**config.mk**
```make
export PLATFORM = sky130hd
export DESIGN_NAME = led_pattern_gen
export DESIGN_NICKNAME = d
export VERILOG_FILES = /design/src/rtl/led_pattern_gen.sv
export SDC_FILE = /design/constraint.sdc
export NUM_CORES = 1
export LEC_CHECK = 0
export ABC_AREA = 1
export CAP_MARGIN = 0
export CORE_UTILIZATION = 45
export CTS_CLUSTER_SIZE = 14
export DETAILED_ROUTE_END_ITERATION = 7
export PLACE_DENSITY = 0.65
export SLEW_MARGIN = 15
export SYNTH_ARGS = -nofsm -noshare
export SYNTH_HDL_FRONTEND = slang
export SYNTH_SLANG_ARGS = --single-unit
```
**constraint.sdc**
```tcl
create_clock -name i_clk -period 2.6 [get_ports i_clk]
set_input_delay 0.52 -clock i_clk [delete_from_list [all_inputs] [get_ports i_clk]]
set_output_delay 0.52 -clock i_clk [all_outputs]
set_load 0.02 [all_outputs]
```
**src/rtl/led_pattern_gen.sv**
```systemverilog
// Multi-channel LED pattern generator: shared tick prescaler and PWM counter,
// per-channel OFF / ON / BLINK / ONESHOT modes programmed through a write-only port.

module led_pattern_chan #(
    parameter int PERIOD_W = 12,
    parameter int PWM_W    = 8
) (
    input  logic                i_clk,
    input  logic                i_rst,
    input  logic                i_tick,
    input  logic                i_we,
    input  logic [1:0]          i_mode,
    input  logic [PERIOD_W-1:0] i_period,
    input  logic [PWM_W-1:0]    i_duty,
    input  logic [PWM_W-1:0]    i_pwm,
    output logic                o_led
);
    typedef enum logic [1:0] {
        MODE_OFF     = 2'd0,
        MODE_ON      = 2'd1,
        MODE_BLINK   = 2'd2,
        MODE_ONESHOT = 2'd3
    } mode_t;

    mode_t               r_mode, w_mode_nxt;
    logic [PERIOD_W-1:0] r_period, r_phase, w_phase_nxt;
    logic [PERIOD_W-1:0] w_eff, w_per, w_half;
    logic [PWM_W-1:0]    r_duty;
    logic                r_led, w_lit, w_bright, w_last;

    // Period 0 behaves as 1; BLINK needs at least 2 ticks to show both halves.
    assign w_eff    = (r_period == '0) ? PERIOD_W'(1) : r_period;
    assign w_per    = (r_mode == MODE_BLINK && w_eff < PERIOD_W'(2)) ? PERIOD_W'(2) : w_eff;
    assign w_half   = w_per >> 1;
    assign w_last   = (r_phase == w_per - PERIOD_W'(1));
    assign w_bright = (&r_duty) || (i_pwm < r_duty);

    always_comb begin
        w_mode_nxt  = r_mode;
        w_phase_nxt = r_phase;
        w_lit       = 1'b0;
        case (r_mode)
            MODE_ON:      w_lit = w_bright;
            MODE_BLINK:   w_lit = w_bright && (r_phase < w_half);
            MODE_ONESHOT: w_lit = w_bright && (r_phase < w_per);
            default:      w_lit = 1'b0;
        endcase
        // A write in a tick cycle restarts the phase and swallows that tick.
        if (i_we) begin
            w_mode_nxt  = mode_t'(i_mode);
            w_phase_nxt = '0;
        end else if (i_tick) begin
            case (r_mode)
                MODE_BLINK: w_phase_nxt = w_last ? '0 : r_phase + PERIOD_W'(1);
                MODE_ONESHOT: begin
                    if (w_last) begin
                        w_mode_nxt  = MODE_OFF;
                        w_phase_nxt = '0;
                    end else begin
                        w_phase_nxt = r_phase + PERIOD_W'(1);
                    end
                end
                default: w_phase_nxt = '0;
            endcase
        end
    end

    always_ff @(posedge i_clk) begin
        if (i_rst) begin
            r_mode   <= MODE_OFF;
            r_phase  <= '0;
            r_period <= '0;
            r_duty   <= '0;
            r_led    <= 1'b0;
        end else begin
            r_mode  <= w_mode_nxt;
            r_phase <= w_phase_nxt;
            r_led   <= w_lit;
            if (i_we) begin
                r_period <= i_period;
                r_duty   <= i_duty;
            end
        end
    end

    assign o_led = r_led;
endmodule

module led_pattern_gen #(
    parameter  int CLK_HZ   = 16000000,
    parameter  int TICK_HZ  = 1000,
    parameter  int CHANNELS = 4,
    parameter  int PERIOD_W = 12,
    parameter  int PWM_W    = 8,
    localparam int CH_W     = (CHANNELS > 1) ? $clog2(CHANNELS) : 1
) (
    input  logic                i_clk,
    input  logic                i_rst,
    input  logic                i_cfg_we,
    input  logic [CH_W-1:0]     i_cfg_ch,
    input  logic [1:0]          i_cfg_mode,
    input  logic [PERIOD_W-1:0] i_cfg_period,
    input  logic [PWM_W-1:0]    i_cfg_duty,
    output logic [CHANNELS-1:0] o_led,
    output logic                o_tick
);
    localparam int DIV  = CLK_HZ / TICK_HZ;
    localparam int PS_W = $clog2(DIV);

    logic [PS_W-1:0]  r_presc;
    logic [PWM_W-1:0] r_pwm;
    logic             r_tick;
    logic             w_wrap, w_ch_ok;

    assign w_wrap  = (r_presc == PS_W'(DIV - 1));
    assign w_ch_ok = (32'(i_cfg_ch) < CHANNELS);

    always_ff @(posedge i_clk) begin
        if (i_rst) begin
            r_presc <= '0;
            r_pwm   <= '0;
            r_tick  <= 1'b0;
        end else begin
            r_presc <= w_wrap ? '0 : r_presc + PS_W'(1);
            r_pwm   <= r_pwm + PWM_W'(1);
            r_tick  <= w_wrap;
        end
    end

    for (genvar i = 0; i < CHANNELS; i++) begin : g_chan
        led_pattern_chan #(
            .PERIOD_W (PERIOD_W),
            .PWM_W    (PWM_W)
        ) u_chan (
            .i_clk    (i_clk),
            .i_rst    (i_rst),
            .i_tick   (r_tick),
            .i_we     (i_cfg_we && w_ch_ok && (i_cfg_ch == CH_W'(i))),
            .i_mode   (i_cfg_mode),
            .i_period (i_cfg_period),
            .i_duty   (i_cfg_duty),
            .i_pwm    (r_pwm),
            .o_led    (o_led[i])
        );
    end

    assign o_tick = r_tick;
endmodule

```
==> run metrics, run 1 <==
Min Clock Period, post-route 2.56 ns; pre-CTS setup slack -0.0326 ns; drt wl/cell 14.6 um; die area approximately 25000 um2; I/O Pins 32; CTS sink cnt 163; clock latency on the worst-skew pair 0.44 ns; area share of the leading cell type in the synthesized netlist 29.3%; Top FF cell, synth dfxtp_1; Min Hold Slack 0.461 ns; Synth Area in Adders 14.1%; post-synthesis compound-gate area fraction 17.4%; mux contribution to synthesized area 0%; fmax slightly below 400 MHz; Psw around 2.2 mW; Post-Syn Area 11100 um2; ranking of synthesized cells by area dfxtp_1, ha_1, a21oi_1; # rows 57; Post-Synth Simple-Gate Area 23.4%; Area Growth Syn to Fin 18.0%; vias 10600; peak supply drop 0.415 mV; Fin. Hold Viols 0; asr flop ratio synth 0%; Crit path arrival time roughly 2.9 ns; Core ar. 24300 um2; Diodes inserted 0; register area share after synthesis 29.3%; Final Wtd Congestion approximately 0.88; H-Tree Depth 4; Hold WC Path Type flop to flop; initial antenna violation count 0; worst-margin pin slew ~0.67 ns; # fillers 2338; post-route DRC violation count 0; Crit path required time 2.91 ns; Yosys top cell by area dfxtp_1; clk buf depth 2; largest net degree at the start of global routing 46; Routed WL 29200 um; most frequent cell after synthesis nand2_1; grt total ovfl 0; die width 159 um; crit share post-route between 90% and 100%; Root Buffer clkbuf_16; total track usage 22.7%; status completed; Post-synth EDFFs 0; Pint 4.47 mW; final worst-path setup slack 0.0448 ns; share of total power in combinational logic 22.7%; Setup Skew around 0.014 ns; Switching Fraction 33.0%; post-route ant nets 0; 1st-iter DRT viols 486; Syn Nets between 1500 and 2000; final setup vio count 0; Util after Layout 54.1%; hpwl dp 21400 um; Yosys reg bits 163; clock power share a little under two fifths; Worst setup EP type flop; TritonCTS Buffers 17; Synth top cells by count nand2_1, inv_1, a21oi_1; startpoint types flop; main combinational cell family by area after synthesis simple AND/OR/NAND/NOR gates; syn avg cell area 7.01 um2; Buffers on Ports 31; vias in the first global route around 9800; TritonCTS clock tree built; Synth cell types 41; Vias/cell 5.29; Synth Area in XOR/XNOR roughly 6.5%; Sequential Power Share 39.5%; Starting Density a little under half; first-pass GRT wire length ~47000 um; Static Leak 5.61 nW; Die Ht ~160 um; maxcap violations 0; layout cells sized above 1 14.3%; Pins Over Slew Limit 0; Worst-path clk slew 0.08 ns; CP max FO 5; Final Net Count 1820; Cell Pwr Density 508 nW/um2; hold_buf cts 0; Synth Warn # 0; Syn Inst Count 1591; path type of the worst setup path flop to flop; router iterations before antenna repair 5; RSZ-0062 raised after global routing yes; Relative slew margins roughly 55%
[what timing repair did]
action	4_1_cts	5_1_grt
hold endpoints to repair	0	0
setup buffers	1	14
pin swaps	6	51
endpoints found under the setup margin	22	57
cloned	1	1
resized for setup	13	109
[metal layers]
metal  routed length (um)  track usage, %  share of wire [%]  vias up
li1                     -               -                  -     5445
met1                13200            28.5                 45     4903
met2                14200            39.9                 49      212
met3                 1150            3.05                3.9       48
met4                  694            7.43                2.4        0
met5                    0               0                  0        -
[logic make-up after synthesis]
group | after synthesis
simple gates | 586
compound gates | 367
buf+inv | 266
flops | 163
fa+ha+maj | 126
xor+xnor | 83
[through the flow]
step           TNS (ns)  std cells  instance area, um2  power, mW
3_5_place_dp     -0.188       1956               12100       4.00
4_1_cts               0       1990               12700       6.55
3_3_place_gp   -0.00487       1956               12100       3.98
5_1_grt           -1.69       2004               13200       7.00
6_report              0       2004               13200       6.68
2_1_floorplan         0       1591               11100       3.62
[worst max-delay path, stage by stage (launching register included)]
cell     delay (ns)
dfxtp_2        0.34
inv_2          0.06
nand2_2        0.07
nor2_4         0.11
nand2_2        0.07
o21ai_0        0.22
nand2_2        0.12
ha_4           0.26
xnor2_2        0.13
nor2_2         0.12
nand3_2        0.11
nor3_2         0.21
nand3_1        0.12
nor2_2         0.18
nand2_2        0.13
nand4_1        0.10
a21oi_1        0.06
[flip-flops by register name (all words and copies together) (netlist names)]
name / flops
g_chan.u_chan.r_phase: 48
g_chan.u_chan.r_mode: 8
g_chan.u_chan.r_duty: 32
o_tick: 1
r_pwm: 8
r_presc: 14
g_chan.u_chan.r_period: 48
g_chan.u_chan.o_led: 4
[worst paths after layout]
kind | startpoint | to | slack (ns) | cells after the start
max | g_chan[2].u_chan.r_period[8] | g_chan[2].u_chan.r_phase[8] | 0.04 | 16
min | r_presc[0] | r_presc[0] | 0.46 | 1
max reg2reg | g_chan[2].u_chan.r_period[8] | g_chan[2].u_chan.r_phase[8] | 0.04 | 16
min reg2reg | r_presc[0] | r_presc[0] | 0.46 | 1
[power by group through the flow]
stage,registers [mW],clock network (mW),logic [mW]
after detailed placement,2.68,0,1.32
after global placement,2.68,0,1.29
final,2.64,2.53,1.51
after floorplan,2.68,0,0.938
after global routing,2.65,2.66,1.69
after CTS,2.63,2.56,1.36
[cell type report]
cell class,count,area [um2],share of cell area (%)
repair buffers,103,863,6.56
multi-input cells,1164,7200,54.7
well taps,324,405,3.08
clock buffers,17,425,3.23
inverters,218,818,6.22
clock inverters,15,151,1.15
flip-flops and latches,163,3290,25.0
[layout by cell type, fill, tap and decap left out, types with 6 or more instances in the layout]
master / Yosys / final
a21oi_1: 209 / 206
buf_4: 6 / 71
clkbuf_16: 0 / 17
clkdlybuf4s50_1: 0 / 31
dfxtp_1: 163 / 142
dfxtp_2: 0 / 19
ha_1: 126 / 122
inv_1: 215 / 205
inv_2: 3 / 13
inv_6: 0 / 7
nand2_1: 272 / 252
nand2_2: 7 / 27
nand3_1: 69 / 62
nand3_2: 1 / 6
nand3b_1: 12 / 12
nand4_1: 39 / 39
nor2_1: 133 / 109
nor2_2: 13 / 24
nor2_4: 1 / 14
nor3_1: 11 / 10
nor4_1: 18 / 16
o211ai_1: 11 / 11
o21a_1: 6 / 6
o21ai_0: 122 / 119
xnor2_1: 35 / 33
xor2_1: 48 / 46
Power figures use the tool's default switching activity.
==> inputs of run 2 (changes only) <==
--- a/config.mk
+++ b/config.mk
@@ -7,6 +7,7 @@
 export LEC_CHECK = 0
 export ABC_AREA = 1
 export CAP_MARGIN = 0
+export CORE_ASPECT_RATIO = 2
 export CORE_UTILIZATION = 45
 export CTS_CLUSTER_SIZE = 14
 export DETAILED_ROUTE_END_ITERATION = 7
==> run metrics, run 2 (same netlist as run 1, synthesis figures left out) <==
crit share post-route 100% (+1.9 points); RSZ-0062 raised after global routing yes; startpoint types flop; 1st-iter DRT viols 514 (+5.8%); Starting Density 45.6% (-0.20 points); initial antenna violation count 0 (unchanged); Area Growth Syn to Fin 22.0%; Vias/cell 5.37 (+1.5%); CTS sink cnt 163 (unchanged); CP max FO 5 (unchanged); Layout Cells excl Fill 2038 (+1.7%); Min Hold Slack 0.444 ns (-0.0164 ns); slowest CP cell dfxtp_2; final worst-path setup slack -0.00467 ns (-0.0494 ns); top flop regs g_chan.u_chan.r_period (48), g_chan.u_chan.r_phase (48), g_chan.u_chan.r_duty (32); drt wl/cell 16.0 um (+9.4%); CP max stage delay 0.33 ns (about the same); total track usage 25.9% (+3.2 points); Setup Skew 0.00819 ns (-0.00539 ns); largest net degree at the start of global routing 71 (+54%); flop2flop setup slack -0.005 ns (-0.05 ns); router iterations before antenna repair 7 (+2); vias 10900 (+3.2%); dpl cell area 12300 um2 (+1.3%); clock latency on the worst-skew pair 0.45 ns (about the same); placed insts 1982 (+1.3%); Die Ht 225 um (+41%); Routed WL 32500 um (+11%); post-route DRC violation count 0 (unchanged); Cell Pwr Density 532 nW/um2 (+4.9%); most common cell after layout, fill and taps aside nand2_1; Worst R2R Path Depth 22 (+6); Final Wtd Congestion 0.937 (+6.8%); Crit path arrival time 2.93 ns (+0.06 ns); Core ar. 24400 um2 (+0.43%); Hold Path Stages 1 (unchanged); violated checks setup timing; vias in the first global route 10800 (+9.9%); Finished Cell Area 13600 um2 (+3.4%); maxcap violations 0 (unchanged); Fin. Hold Viols 0 (unchanged); register area 3280 um2 (-0.38%); # rows 81 (+42%); hpwl dp 24500 um (+14%); Root Buffer clkbuf_16; Static Leak 5.81 nW (+3.6%); path type of the worst setup path flop to flop; Min Clock Period, post-route 2.60 ns (+0.0494 ns); I/O Pins 32 (unchanged); hold_buf cts 0 (unchanged); commonest cells after routing, fill and taps aside nand2_1, a21oi_1, inv_1, dfxtp_1, ha_1; die area 25400 um2 (+0.15%); CP Buf/Inv Count 5 (+4); Crit path required time 2.92 ns (about the same); post-route ant nets 0 (unchanged); status finished with violations; # fillers 2378 (+1.7%); layout cells sized above 1 15.8% (+1.4 points); Worst-path clk slew 0.07 ns (about the same); Pins Over Slew Limit 0 (unchanged); Diodes inserted 0 (unchanged); peak supply drop 0.405 mV (-2.3%); die width 113 um (-29%); clk buf depth 2 (unchanged); first-pass GRT wire length 51200 um (+8.8%); fmax 384 MHz (-1.9%); TritonCTS clock tree built; cells along the critical path inv_2 -> nand2_4 -> nor2_4 -> nand2_2 -> inv_2 -> nand3b_1 -> nand2_2 -> inv_2 -> ha_4 -> nand2_4 -> o21ai_2 -> buf_6 -> nand3_1 -> nand2_2 -> inv_2 -> nand2_2 -> nor3_2 -> nand3_2 -> nor2_4 -> nand2_4 -> nand3b_1 -> a21oi_2; TritonCTS Buffers 17 (unchanged); worst-margin pin slew 0.470 ns (-0.202 ns); Buffers on Ports 31 (unchanged); Worst setup EP type flop; Util after Layout 55.7% (+1.6 points); grt total ovfl 0 (unchanged); Hold WC Path Type flop to flop; CP Depth 22 (+6); final setup vio count 2 (+2); Multi-input gate area 7330 um2 (+1.9%); Worst path top cell family by delay simple AND/OR/NAND/NOR gates; H-Tree Depth 4 (unchanged); Final Net Count 1847 (+1.5%); Power, Total 7.24 mW (+8.4%); Relative slew margins 68.6% (+13 points)
## run 2: path summary, 6_finish.rpt
check | startpoint | end
setup / recovery | g_chan[2].u_chan.r_period[9] | g_chan[2].u_chan.r_phase[5]
hold / removal | r_presc[0] | r_presc[0]
setup reg to reg | g_chan[2].u_chan.r_period[9] | g_chan[2].u_chan.r_phase[5]
hold reg to reg | r_presc[0] | r_presc[0]
## run 2: final cells by class
type,count,share of cell area [%]
inverters,218,6.02
clock inverters,12,1.69
flip-flops and latches,163,24.1
well taps,332,3.06
repair buffers,129,7.93
multi-input cells,1165,53.9
clock buffers,19,3.26
## run 2: stage by stage
step                setup WS, ns  TNS (ns)
floorplan                  0.172         0
global placement          -0.121     -1.09
detailed placement        -0.170     -2.40
CTS                    0.0000202         0
global route              -0.187     -2.83
finish                  -0.00467  -0.00558
## run 2: power by group
group / internal (mW) / switching, mW / total, mW
logic: 0.700 / 0.991 / 1.69
registers: 2.58 / 0.0562 / 2.63
clock network: 1.83 / 1.09 / 2.92
total: 5.10 / 2.14 / 7.24
## run 2: what timing repair did
item / CTS / global route
pin swaps: 12 / 54
hold endpoints to repair: 0 / 0
gates cloned: 1 / 2
resized for setup: 31 / 108
setup endpoints to repair: 37 / 57
buffers inserted: 6 / 17
## run 2: layer usage
layer	vias to the layer above	share of wire, %	global-route usage (%)
li1	5501	-	-
met1	5061	36	24.4
met2	244	54	49.5
met3	141	2.6	3.40
met4	0	7.3	20.0
met5	-	0	0
